### src/rtl/pipe_pkg.sv
// Shared pipeline definitions: datapath widths, control encodings and the
// decoded control bundle carried from stage to stage.
package pipe_pkg;

  localparam int XLEN  = 32;
  localparam int REG_W = 5;

  typedef enum logic {
    RES_ALU = 1'b0,
    RES_MEM = 1'b1
  } result_src_t;

  typedef enum logic [2:0] {
    ALU_ADD = 3'b000,
    ALU_SUB = 3'b001,
    ALU_AND = 3'b010,
    ALU_OR  = 3'b011,
    ALU_SLT = 3'b101
  } alu_ctrl_t;

  typedef struct packed {
    logic       reg_write;
    logic       mem_write;
    logic       result_src;
    logic       alu_src;
    logic       branch;
    logic [2:0] alu_control;
  } ctrl_t;

  localparam ctrl_t CTRL_NOP = '0;

  // A bundle that belongs to no real instruction must never write state.
  function automatic ctrl_t gate_ctrl(input ctrl_t c, input logic valid);
    return valid ? c : CTRL_NOP;
  endfunction

endpackage

### src/rtl/load_use_detect.sv
// Load-use hazard detector: the instruction in E is a load whose destination
// is read by the instruction in D, so D must wait one cycle.
module load_use_detect
  import pipe_pkg::*;
(
  input  logic             valid_e,
  input  logic             reg_write_e,
  input  logic             result_src_e,
  input  logic [REG_W-1:0] rd_e,
  input  logic             valid_d,
  input  logic [REG_W-1:0] rs1_d,
  input  logic [REG_W-1:0] rs2_d,
  output logic             lu
);

  logic load_in_e;

  // x0 is never a real producer, so a load to x0 creates no dependency.
  assign load_in_e = valid_e & reg_write_e & (result_src_e == RES_MEM) & (rd_e != '0);

  // rs2 is compared even for formats without rs2: a rare spurious stall is cheaper
  // than decoding the format here.
  assign lu = load_in_e & valid_d & ((rd_e == rs1_d) | (rd_e == rs2_d));

endmodule

### src/rtl/id_ex_stage_reg.sv
// ID/EX pipeline register with load-use bubble insertion, branch flush,
// external hold and a saturating count of inserted bubbles.
module id_ex_stage_reg
  import pipe_pkg::*;
#(
  parameter int XLEN  = pipe_pkg::XLEN,
  parameter int CNT_W = 16
) (
  input  logic             clk,
  input  logic             rst,
  input  logic             valid_d,
  input  logic             RegWriteD,
  input  logic             MemWriteD,
  input  logic             ResultSrcD,
  input  logic             ALUSrcD,
  input  logic             BranchD,
  input  logic [2:0]       ALUControlD,
  input  logic [XLEN-1:0]  RD1_D,
  input  logic [XLEN-1:0]  RD2_D,
  input  logic [XLEN-1:0]  Imm_Ext_D,
  input  logic [XLEN-1:0]  PCD,
  input  logic [XLEN-1:0]  PCPlus4D,
  input  logic [REG_W-1:0] RS1_D,
  input  logic [REG_W-1:0] RS2_D,
  input  logic [REG_W-1:0] RD_D,
  input  logic             flush_e,
  input  logic             hold,
  output logic             RegWriteE,
  output logic             MemWriteE,
  output logic             ResultSrcE,
  output logic             ALUSrcE,
  output logic             BranchE,
  output logic [2:0]       ALUControlE,
  output logic [XLEN-1:0]  RD1_E,
  output logic [XLEN-1:0]  RD2_E,
  output logic [XLEN-1:0]  Imm_Ext_E,
  output logic [XLEN-1:0]  PCE,
  output logic [XLEN-1:0]  PCPlus4E,
  output logic [REG_W-1:0] RS1_E,
  output logic [REG_W-1:0] RS2_E,
  output logic [REG_W-1:0] RD_E,
  output logic             valid_e,
  output logic             stall_fd,
  output logic [CNT_W-1:0] bubble_cnt
);

  ctrl_t            ctrl_d;
  ctrl_t            ctrl_q;
  logic             valid_q;
  logic [XLEN-1:0]  rd1_q, rd2_q, imm_q, pc_q, pc4_q;
  logic [REG_W-1:0] rs1_q, rs2_q, rd_q;
  logic [CNT_W-1:0] cnt_q;
  logic             lu;
  logic             bubble;

  // NOTE: every field is given a value before the gate, so no latch is inferred.
  always_comb begin
    ctrl_d             = CTRL_NOP;
    ctrl_d.reg_write   = RegWriteD;
    ctrl_d.mem_write   = MemWriteD;
    ctrl_d.result_src  = ResultSrcD;
    ctrl_d.alu_src     = ALUSrcD;
    ctrl_d.branch      = BranchD;
    ctrl_d.alu_control = ALUControlD;
    ctrl_d             = gate_ctrl(ctrl_d, valid_d);
  end

  load_use_detect u_lu (
    .valid_e      (valid_q),
    .reg_write_e  (ctrl_q.reg_write),
    .result_src_e (ctrl_q.result_src),
    .rd_e         (rd_q),
    .valid_d      (valid_d),
    .rs1_d        (RS1_D),
    .rs2_d        (RS2_D),
    .lu           (lu)
  );

  // A flush replaces D anyway, so fetch/decode must not be frozen by it.
  assign stall_fd = (lu | hold) & ~flush_e;
  assign bubble   = lu & ~hold & ~flush_e;

  // NOTE: non-blocking assignments so every register samples pre-edge values.
  always_ff @(posedge clk or negedge rst) begin
    if (!rst) begin
      ctrl_q  <= CTRL_NOP;
      valid_q <= 1'b0;
      rd1_q   <= '0;
      rd2_q   <= '0;
      imm_q   <= '0;
      pc_q    <= '0;
      pc4_q   <= '0;
      rs1_q   <= '0;
      rs2_q   <= '0;
      rd_q    <= '0;
    end else if (flush_e) begin
      ctrl_q  <= CTRL_NOP;
      valid_q <= 1'b0;
      rd1_q   <= '0;
      rd2_q   <= '0;
      imm_q   <= '0;
      pc_q    <= '0;
      pc4_q   <= '0;
      rs1_q   <= '0;
      rs2_q   <= '0;
      rd_q    <= '0;
    end else if (!hold) begin
      if (lu) begin
        // Bubble: data fields are left as-is, they are dead while valid is low.
        ctrl_q  <= CTRL_NOP;
        valid_q <= 1'b0;
      end else begin
        ctrl_q  <= ctrl_d;
        valid_q <= valid_d;
        rd1_q   <= RD1_D;
        rd2_q   <= RD2_D;
        imm_q   <= Imm_Ext_D;
        pc_q    <= PCD;
        pc4_q   <= PCPlus4D;
        rs1_q   <= RS1_D;
        rs2_q   <= RS2_D;
        rd_q    <= RD_D;
      end
    end
  end

  always_ff @(posedge clk or negedge rst) begin
    if (!rst) begin
      cnt_q <= '0;
    end else if (bubble && cnt_q != '1) begin
      cnt_q <= cnt_q + CNT_W'(1);
    end
  end

  assign RegWriteE   = ctrl_q.reg_write;
  assign MemWriteE   = ctrl_q.mem_write;
  assign ResultSrcE  = ctrl_q.result_src;
  assign ALUSrcE     = ctrl_q.alu_src;
  assign BranchE     = ctrl_q.branch;
  assign ALUControlE = ctrl_q.alu_control;
  assign RD1_E       = rd1_q;
  assign RD2_E       = rd2_q;
  assign Imm_Ext_E   = imm_q;
  assign PCE         = pc_q;
  assign PCPlus4E    = pc4_q;
  assign RS1_E       = rs1_q;
  assign RS2_E       = rs2_q;
  assign RD_E        = rd_q;
  assign valid_e     = valid_q;
  assign bubble_cnt  = cnt_q;

endmodule

### config.mk
export PLATFORM = sky130hd
export DESIGN_NAME = id_ex_stage_reg
export DESIGN_NICKNAME = d
export VERILOG_FILES = /design/src/rtl/pipe_pkg.sv /design/src/rtl/load_use_detect.sv /design/src/rtl/id_ex_stage_reg.sv
export SDC_FILE = /design/constraint.sdc
export NUM_CORES = 1
export LEC_CHECK = 0
export CAP_MARGIN = 20
export CORE_AREA = 2 2 151 153
export CTS_CLUSTER_SIZE = 14
export DETAILED_ROUTE_END_ITERATION = 12
export DIE_AREA = 0 0 153 155
export PLACE_DENSITY = 0.74
export SLEW_MARGIN = 20
export SYNTH_ARGS = -nofsm -noshare
export SYNTH_HDL_FRONTEND = slang
export SYNTH_SLANG_ARGS = --single-unit
### constraint.sdc
create_clock -name clk -period 3.16 [get_ports clk]
set_input_delay 0.632 -clock clk [delete_from_list [all_inputs] [get_ports clk]]
set_output_delay 0.632 -clock clk [all_outputs]
set_load 0.05 [all_outputs]
# ---- Word-level counts from Yosys, hierarchy flattened
# Cells that the tools add are included.
dict set report classes {
  n_eq_ne 5
  addsub 1
  n_mux 31
  bitwise_logic 12
  reduce_logical 3
}
# cell count
set op_table {}
lappend op_table {{32-bit 2-to-1 mux} 15}
lappend op_table {{5-bit 2-to-1 mux} 9}
lappend op_table {{8-bit 2-to-1 mux} 4}
lappend op_table {{16-bit by 1-bit adder with 16-bit output (second input constant)} 1}
lappend op_table {{16-bit inequality test (second input constant)} 1}
lappend op_table {{5-bit equality test} 2}
lappend op_table {{1-bit bitwise AND} 8}
lappend op_table {{5-bit nonzero test} 1}
lappend op_table {{2-bit inequality test (second input constant)} 2}
lappend op_table {{1-bit 2-to-1 mux} 3}
lappend op_table {{1-bit inverter} 2}
lappend op_table {{1-bit bitwise OR} 2}
lappend op_table {{2-bit AND reduction} 1}
lappend op_table {{1-bit logical AND} 1}
dict set report totals {
  ff_bits 200
}

# ---- Depth between registers and ports, before layout
# Gate-level depths: netlist (run 1).
dict set report depth {
  ltp_word 8
  ltp_mapped 8
  depth_no_buf 7
}

# ---- Hierarchy
# Synthesis (run 1) repeated with hierarchy kept, for this count alone.
dict set report unflattened {
  cells_unflattened 501
  area_unflattened_um2 7329.5
}
# module area_each_um2 cells_each seq_area_each_um2 n_inst
set by_module_without_submodules {}
lappend by_module_without_submodules {id_ex_stage_reg 7191.9 483 5004.8 1}
lappend by_module_without_submodules {load_use_detect 137.6 18 0.0 1}

# ---- Worst setup path before layout (run 1)
# OpenSTA, ideal clock, no wires.
dict set report synth_path {
  kind {register to output}
  startpoint {register rd_q[0], in the netlist RD_E[0]}
  endpoint {output port stall_fd}
  t_arrival_ps 2229
  path_slack_ps 299
  required_ps 2528
  stages_incl_launch_ff 7
  cell_sequence {dfrtp_1 -> xnor2_1 -> nand3_1 -> o22ai_4 -> a21oi_4 -> clkbuf_1 -> nor2_1}
}
dict set report synth_via {
  elab_chain_len 6
  elab_cells_between_ends 9
  cone_classes {eq/ne (2); bitwise (6); reduce/logical (1)}
}
# element line_no
set synth_lines {}
lappend synth_lines {{start: declaration} id_ex_stage_reg.sv:51} ;# logic [REG_W-1:0] rs1_q, rs2_q, rd_q;
lappend synth_lines {{start signal: assignment} id_ex_stage_reg.sv:95} ;# rd_q <= '0;
lappend synth_lines {{start signal: assignment} id_ex_stage_reg.sv:106} ;# rd_q <= '0;
lappend synth_lines {{start signal: assignment} id_ex_stage_reg.sv:122} ;# rd_q <= RD_D;
lappend synth_lines {{5-bit nonzero test} load_use_detect.sv:19} ;# assign load_in_e = valid_e & reg_write_e & (result_src_e == RES_MEM) & (rd_e != '0);
lappend synth_lines {{1-bit bitwise AND} load_use_detect.sv:19}
lappend synth_lines {{1-bit bitwise AND} load_use_detect.sv:23} ;# assign lu = load_in_e & valid_d & ((rd_e == rs1_d) | (rd_e == rs2_d));
lappend synth_lines {{1-bit bitwise AND *} load_use_detect.sv:23}
lappend synth_lines {{1-bit bitwise OR *} id_ex_stage_reg.sv:80} ;# assign stall_fd = (lu | hold) & ~flush_e;
lappend synth_lines {{1-bit bitwise AND *} id_ex_stage_reg.sv:80}
lappend synth_lines {{end: declaration} id_ex_stage_reg.sv:43} ;# output logic stall_fd,
# Every way passes the cells marked *; elsewhere a longest branch is shown, timed or not.

# ---- Final worst setup path (run 1)
dict set report layout_path {
  startpoint {input port RS1_D[1]}
  endpoint {output port stall_fd}
}
dict set report layout_via {
  elab_chain_len 5
}
# element line_no
set layout_lines {}
lappend layout_lines {{start: declaration} id_ex_stage_reg.sv:23} ;# input logic [REG_W-1:0] RS1_D,
lappend layout_lines {{5-bit equality test} load_use_detect.sv:23}
lappend layout_lines {{1-bit bitwise OR} load_use_detect.sv:23}
lappend layout_lines {{1-bit bitwise AND} load_use_detect.sv:23}
lappend layout_lines {{1-bit bitwise OR} id_ex_stage_reg.sv:80}
lappend layout_lines {{1-bit bitwise AND} id_ex_stage_reg.sv:80}
# No other way between the ends.

==> results of run 1 <==
[synthesized netlist by cell type]
library cell	instances
nor2_1	4
buf_1	1
a21oi_1	184
o22a_1	1
xnor2_1	23
and2_1	1
o22ai_4	1
mux2_1	1
clkinv_1	1
o311ai_0	1
ha_1	1
xor2_1	2
buf_4	2
nor3_1	1
a21oi_2	1
inv_1	1
nor2_4	1
dfrtp_1	200
a21o_4	1
buf_8	1
nor3_2	1
and4_1	1
nand4_1	6
nand3_1	17
a21boi_2	1
buf_6	16
nor4_1	1
and3_1	3
o311ai_2	1
buf_2	16
a21oi_4	1
nand2_1	369
clkbuf_1	24
[power groups by stage]
stage	Combinational, W	Clock [W]	Sequential [W]
global route	0.00140	0.00233	0.00276
global placement	0.00132	0	0.00279
floorplan	0.000277	0	0.00322
detailed placement	0.00132	0	0.00280
finish	0.00131	0.00218	0.00275
CTS	0.00133	0.00225	0.00275
[how the worst max path moves through the flow]
stage,startpoint,end,slack [ns]
4_1_cts,RS1_D[4],stall_fd,0.31
6_report,RS1_D[1],stall_fd,0.32
2_1_floorplan,RD_E[0],stall_fd,0.30
3_3_place_gp,RS2_D[0],PCE[20],0.31
3_5_place_dp,RS2_D[0],PCPlus4E[18],0.27
5_1_grt,RS1_D[1],stall_fd,0.20
[layout make-up]
type | count | area [sq um]
Fill cell | 1983 | 9340
Sequential cell | 200 | 5000
Timing Repair Buffer | 400 | 4090
Multi-Input combinational cell | 624 | 2860
Clock buffer | 18 | 439
Tap cell | 285 | 357
Clock inverter | 12 | 135
Inverter | 2 | 7.51
Antenna cell | 1 | 2.50
[flip-flops by register name (all words and copies together) (netlist names)]
register / flops
PCE: 32
RD2_E: 32
ALUControlE: 3
bubble_cnt: 16
RS2_E: 5
valid_e: 1
Imm_Ext_E: 32
RD_E: 5
PCPlus4E: 32
MemWriteE: 1
RD1_E: 32
RegWriteE: 1
RS1_E: 5
ResultSrcE: 1
BranchE: 1
ALUSrcE: 1
[kinds of logic (layout without fill, tap and decap cells)]
kind of cell | Yosys count | in the layout | synth area share [%]
buffers and inverters | 62 | 432 | 4.74
xor gates and xnor gates | 25 | 25 | 2.65
adders and majority gates | 1 | 1 | 0.152
and+or+nand+nor | 405 | 405 | 19.3
muxes | 1 | 1 | 0.136
DFF | 200 | 200 | 60.6
other | 0 | 1 | 0
AOI/OAI and AO/OA | 192 | 192 | 12.4
[through the flow]
| stage | hold slack (ns) | instance area (sq um) | worst slack, ns |
|---|---|---|---|
| 6_report | 0.226 | 12900 | 0.316 |
| 5_1_grt | 0.247 | 12900 | 0.204 |
| 4_1_cts | 0.240 | 12900 | 0.305 |
| 3_5_place_dp | 0.482 | 12300 | 0.273 |
| 3_3_place_gp | 0.475 | 12300 | 0.315 |
| 2_1_floorplan | 0.336 | 8250 | 0.299 |
[routing by layer]
metal	GRT usage (%)	vias up	share of wire (%)
met3	5.91	50	7.3
met5	0	-	0
met1	27.0	3587	42
met2	33.5	308	48
li1	-	3589	-
met4	8.42	0	2.9
==> metrics.md, run 1 <==
| Metric | Value |
|---|---|
| Final Util | between 50% and 60% |
| Die X | about 150 um |
| IO Port Bufs | roughly 390 |
| R2R Path End | PCPlus4E[18] |
| Commonest non-fill, non-tap cell in the layout | clkdlybuf4s50_1 |
| Root Driver | clkbuf_16 |
| CP endpoint kind | output port |
| Area leader, netlist | dfrtp_1 |
| H-tree Lvls | 4 |
| Leak | 5.47 nW |
| Cts hold-fix bufs | 0 |
| Die area | 23700 sq um |
| Total GRT Usage | 20.9% |
| Stages on the worst setup path | 7 |
| Clk_skew | 0.0154 ns |
| WS Path Type | in -> out |
| Post-route ant nets | 0 |
| Num CTS Buffers | 17 |
| Post-DP HPWL | 17.5 mm |
| Max cap viols | 0 |
| Seq pwr share | 44.0% |
| CTS tree | yes |
| Vias in the first global route | 7340 |
| DRC viols | 0 |
| Synth warn | 0 |
| Initial antenna violation count | 1 |
| Int Pwr | 0.00433 W |
| Clock power frac | between 30% and 40% |
| Reg clk slew, reported paths | 0.08 ns |
| Initial Util | 37.1% |
| Final slew viol count | 0 |
| Synth Register Bits | 200 |
| CP max stage delay | 0.51 ns |
| R2R Path Start | RD_E[4] |
| Global route overflow | 0 |
| Layout overhead on the synthesized area | 56.2% |
| CP max-delay cell | clkdlybuf4s50_1 |
| Final setup fails | 0 |
| Outcome | completed |
| Req. time, crit path | 2.53 ns |
| Sw Ratio | 30.7% |
| Combinational fraction of design power | around a fifth |
| Syn_area_per_cell | 9.32 sq um |
| Setup TNS | 0 ns |
| Crit-path cells | clkdlybuf4s50_1, xnor2_1, nand3_1, o22ai_4, a21oi_4, nor2_1, buf_4 |
| Worst setup SP type | input pin |
| Final wirelength | 25.3 mm |
| Crit path buffers/inverters | 2 |
| Worst vdd ir | 0.330 mV |
| CTS Buffer Depth | 2 |
| Drt pass-1 iters | 5 |
| Switching power of the nets | about 0.0019 W |
| Row Count | 55 |
| Syn Inst Count | 886 |
| Pin count of the biggest net entering global routing | 172 |
| Reg2Reg Setup Slack | 0.82 ns |
| Maximum clock rate | 352 MHz |
| Clock sink count | 200 |
| Synth top area cells | dfrtp_1 (61%), nand2_1 (17%), a21oi_1 (11%) |
| Period minus WS final | 2.84 ns |
| Crit-path max FO | 4 |
| Register area share after synthesis | between 60% and 70% |
| Final Hold Viols | 0 |
| Clock Latency Late Sink | 0.43 ns |
| Placed Instances | 1511 |
| Number of nets in the layout | ~1400 |
| Reg2reg path depth | 8 |
| Via count | 7534 |
| Final std cells w/o fill | approximately 1500 |
| Drt initial violations | 513 |
| Post-CTS setup buffer count | 0 |
| I/O Pins | 389 |
| PD cells | 484 nW/um^2 |
| CP top delay family | buffers and inverters |
| DR WL/cell | 16.4 um |
| Final Power | 0.00624 W |
| Final RePlAce weighted congestion | 0.786 |
| Relative slew slack | 40.8% |
| Yosys top cell area share | 60.6% |
| First-pass GRT wire length | 39.6 mm |
| Unrepaired setup endpoints after global routing | false |
| Worst hold path class | in -> async |
| Die height | 155 um |
| Via density | 4.89 |
| Core area | ~22000 sq um |
| Share of cells above drive strength 1 | 4.22% |
| Count of cells resized by post-cts repair | 0 |
| Slew @ Worst Pin | between 0.8 and 0.9 ns |
| Post-Syn Area | 8250 sq um |
| CP arrival | approximately 2.2 ns |
| Crit share post-route | between 90% and 100% |
| Syn Nets | 1075 |
| Most frequent cells in the layout | clkdlybuf4s50_1 (385), nand2_1 (369), dfrtp_1 (200), a21oi_1 (184), xnor2_1 (23) |
| Cell variety after synth | 33 |
Note: power is estimated with default switching activity, not from simulation.
==> inputs of run 2 (changes only) <==
--- a/config.mk
+++ b/config.mk
@@ -6,11 +6,11 @@
 export NUM_CORES = 1
 export LEC_CHECK = 0
 export CAP_MARGIN = 20
-export CORE_AREA = 2 2 151 153
+export CORE_AREA = 2 2 150 152
 export CTS_CLUSTER_SIZE = 14
 export DETAILED_ROUTE_END_ITERATION = 12
-export DIE_AREA = 0 0 153 155
-export PLACE_DENSITY = 0.74
+export DIE_AREA = 0 0 152 154
+export PLACE_DENSITY = 0.75
 export SLEW_MARGIN = 20
 export SYNTH_ARGS = -nofsm -noshare
 export SYNTH_HDL_FRONTEND = slang
==> constraint.sdc (replaced) <==
create_clock -name clk -period 2.9 [get_ports clk]
set_input_delay 0.58 -clock clk [delete_from_list [all_inputs] [get_ports clk]]
set_output_delay 0.58 -clock clk [all_outputs]
set_load 0.05 [all_outputs]
==> run 2 against run 1 <==
Compared with the run above: critical path depth unchanged; clock skew increased by 0.0025 ns; cell area about the same; worst hold slack got worse by 0.043 ns; combinational power increased by 9.9%; count of clock-buffer cells in the layout increased by 2; wire length increased by 1.2%; sequential share of layout area about the same; register-to-register slack got worse by 0.07 ns; sequential power increased by 8.7%; global-route usage increased by 0.98 points; critical path type unchanged; critical endpoint unchanged; largest power group unchanged.
==> metrics.md, run 2 (synthesized netlist as in run 1, its figures left out) <==
| Metric | Value |
|---|---|
| Outcome | completed |
| CP endpoint kind | output port |
| Fillcell total | around 1900 |
| Clock Latency Late Sink | ~0.43 ns |
| Root Driver | clkbuf_16 |
| Global route overflow | 0 |
| Worst vdd ir | ~0.35 mV |
| Setup TNS | 0 ns |
| Cts hold-fix bufs | 0 |
| Crit share post-route | 94.4% |
| Drt pass-1 iters | 5 |
| Layout overhead on the synthesized area | 56.2% |
| DR WL/cell | 16.6 um |
| Number of antenna diodes | 0 |
| CP arrival | 2.16 ns |
| DRC viols | 0 |
| Area occupied by multi-input gates | 2860 sq um |
| Worst hold path class | in -> async |
| Initial antenna violation count | 0 |
| Post-CTS setup buffer count | 0 |
| Core area | ~22000 sq um |
| Max cap viols | 0 |
| H-tree Lvls | 4 |
| Pin count of the biggest net entering global routing | 176 |
| Final wirelength | 25.6 mm |
| Die X | 152 um |
| First-pass GRT wire length | 41.1 mm |
| Dpl ws | 0.140 ns |
| Slew @ Worst Pin | 0.929 ns |
| Most frequent cells in the layout | clkdlybuf4s50_1 (385), nand2_1 (369), dfrtp_1 (200), a21oi_1 (184), xnor2_1 (23) |
| Final slew viol count | 0 |
| WS Path Type | in -> out |
| Post-DP HPWL | 17.9 mm |
| Req. time, crit path | 2.32 ns |
| Leak | 5.49 nW |
| Final Util | around 60% |
| Crit-path max FO | 2 |
| I/O Pins | 389 |
| Count of cells resized by post-cts repair | 0 |
| Relative slew slack | a little under two fifths |
| Share of cells above drive strength 1 | 4.60% |
| Final Hold Viols | 0 |
| IO Port Bufs | about 390 |
| Via count | 7478 |
| Reg area | ~5000 sq um |
| Total GRT Usage | around 22% |
| Unrepaired setup endpoints after global routing | false |
| Commonest non-fill, non-tap cell in the layout | clkdlybuf4s50_1 |
| CTS Buffer Depth | 2 |
| Row Count | 54 |
| Final setup fails | 0 |
| Die area | 23400 sq um |
| Number of nets in the layout | 1438 |
| Fin worst setup slack | 0.163 ns |
| Post-route ant nets | 0 |
| PD cells | 527 nW/um^2 |
| Vias in the first global route | between 7000 and 8000 |
| Clock sink count | 200 |
| Drt initial violations | 321 |
| Reg clk slew, reported paths | around 0.080 ns |
| Die height | 154 um |
| Period minus WS final | 2.74 ns |
| Worst setup SP type | input pin |
| Initial Util | 38.1% |
| Num CTS Buffers | 17 |
| Clk_skew | 0.0179 ns |
| Via density | 4.85 |
| Maximum clock rate | 365 MHz |
| Final Power | 0.00679 W |
| Final RePlAce weighted congestion | 0.794 |
| CTS tree | yes |
run 2: final cells by class:
type,instances,area share [%]
flip-flops and latches,200,38.8
repair buffers,404,31.7
multi-input cells,624,22.2
clock buffers,20,3.54
well taps,280,2.72
clock inverters,12,0.970
inverters,2,0.0582
run 2: per-stage QoR:
step | area, sq um | hold slack [ns] | instances
after floorplan | 8250 | 0.284 | 886
after global placement | 12300 | 0.475 | 1510
after detailed placement | 12300 | 0.486 | 1510
after CTS | 12900 | 0.185 | 1542
after global routing | 12900 | 0.211 | 1542
final | 12900 | 0.183 | 1542
run 2: worst paths after layout:
path	from	end	slack [ns]	cells after the start
hold / removal	rst	RS2_E[0]	0.18	1
setup / recovery	RS1_D[0]	stall_fd	0.16	7
hold reg to reg	bubble_cnt[11]	bubble_cnt[11]	0.50	1
min in group clk	flush_e	RegWriteE	0.38	2
max in group asynchronous	rst	RD2_E[14]	1.95	2
setup reg to reg	RD_E[4]	Imm_Ext_E[4]	0.75	8
run 2: critical path: stages:
cell and delay, ns:
clkdlybuf4s50_1 0.51, xnor2_1 0.13, nand3_1 0.19, o22ai_4 0.25
a21oi_4 0.08, nor2_1 0.17, buf_4 0.24
run 2: power breakdown:
part	total, W	internal (W)	switching (W)
Clock	0.00236	0.00120	0.00117
Sequential	0.00299	0.00292	0.0000743
Combinational	0.00144	0.000559	0.000876
run 2: metal layers:
metal	global-route usage [%]	vias up	share of wire [%]
met2	36.9	304	50
met1	27.2	3551	41
met3	6.71	33	7.0
met5	0	-	0
met4	6.50	0	2.2
li1	-	3590	-
==> inputs of run 3 (changes only) <==
--- a/config.mk
+++ b/config.mk
@@ -5,7 +5,7 @@
 export SDC_FILE = /design/constraint.sdc
 export NUM_CORES = 1
 export LEC_CHECK = 0
-export CAP_MARGIN = 20
+export CAP_MARGIN = 10
 export CORE_AREA = 2 2 150 152
 export CTS_CLUSTER_SIZE = 14
 export DETAILED_ROUTE_END_ITERATION = 12
==> results of run 3 <==
Final layout, timing and power as in run 2 (identical DEF).
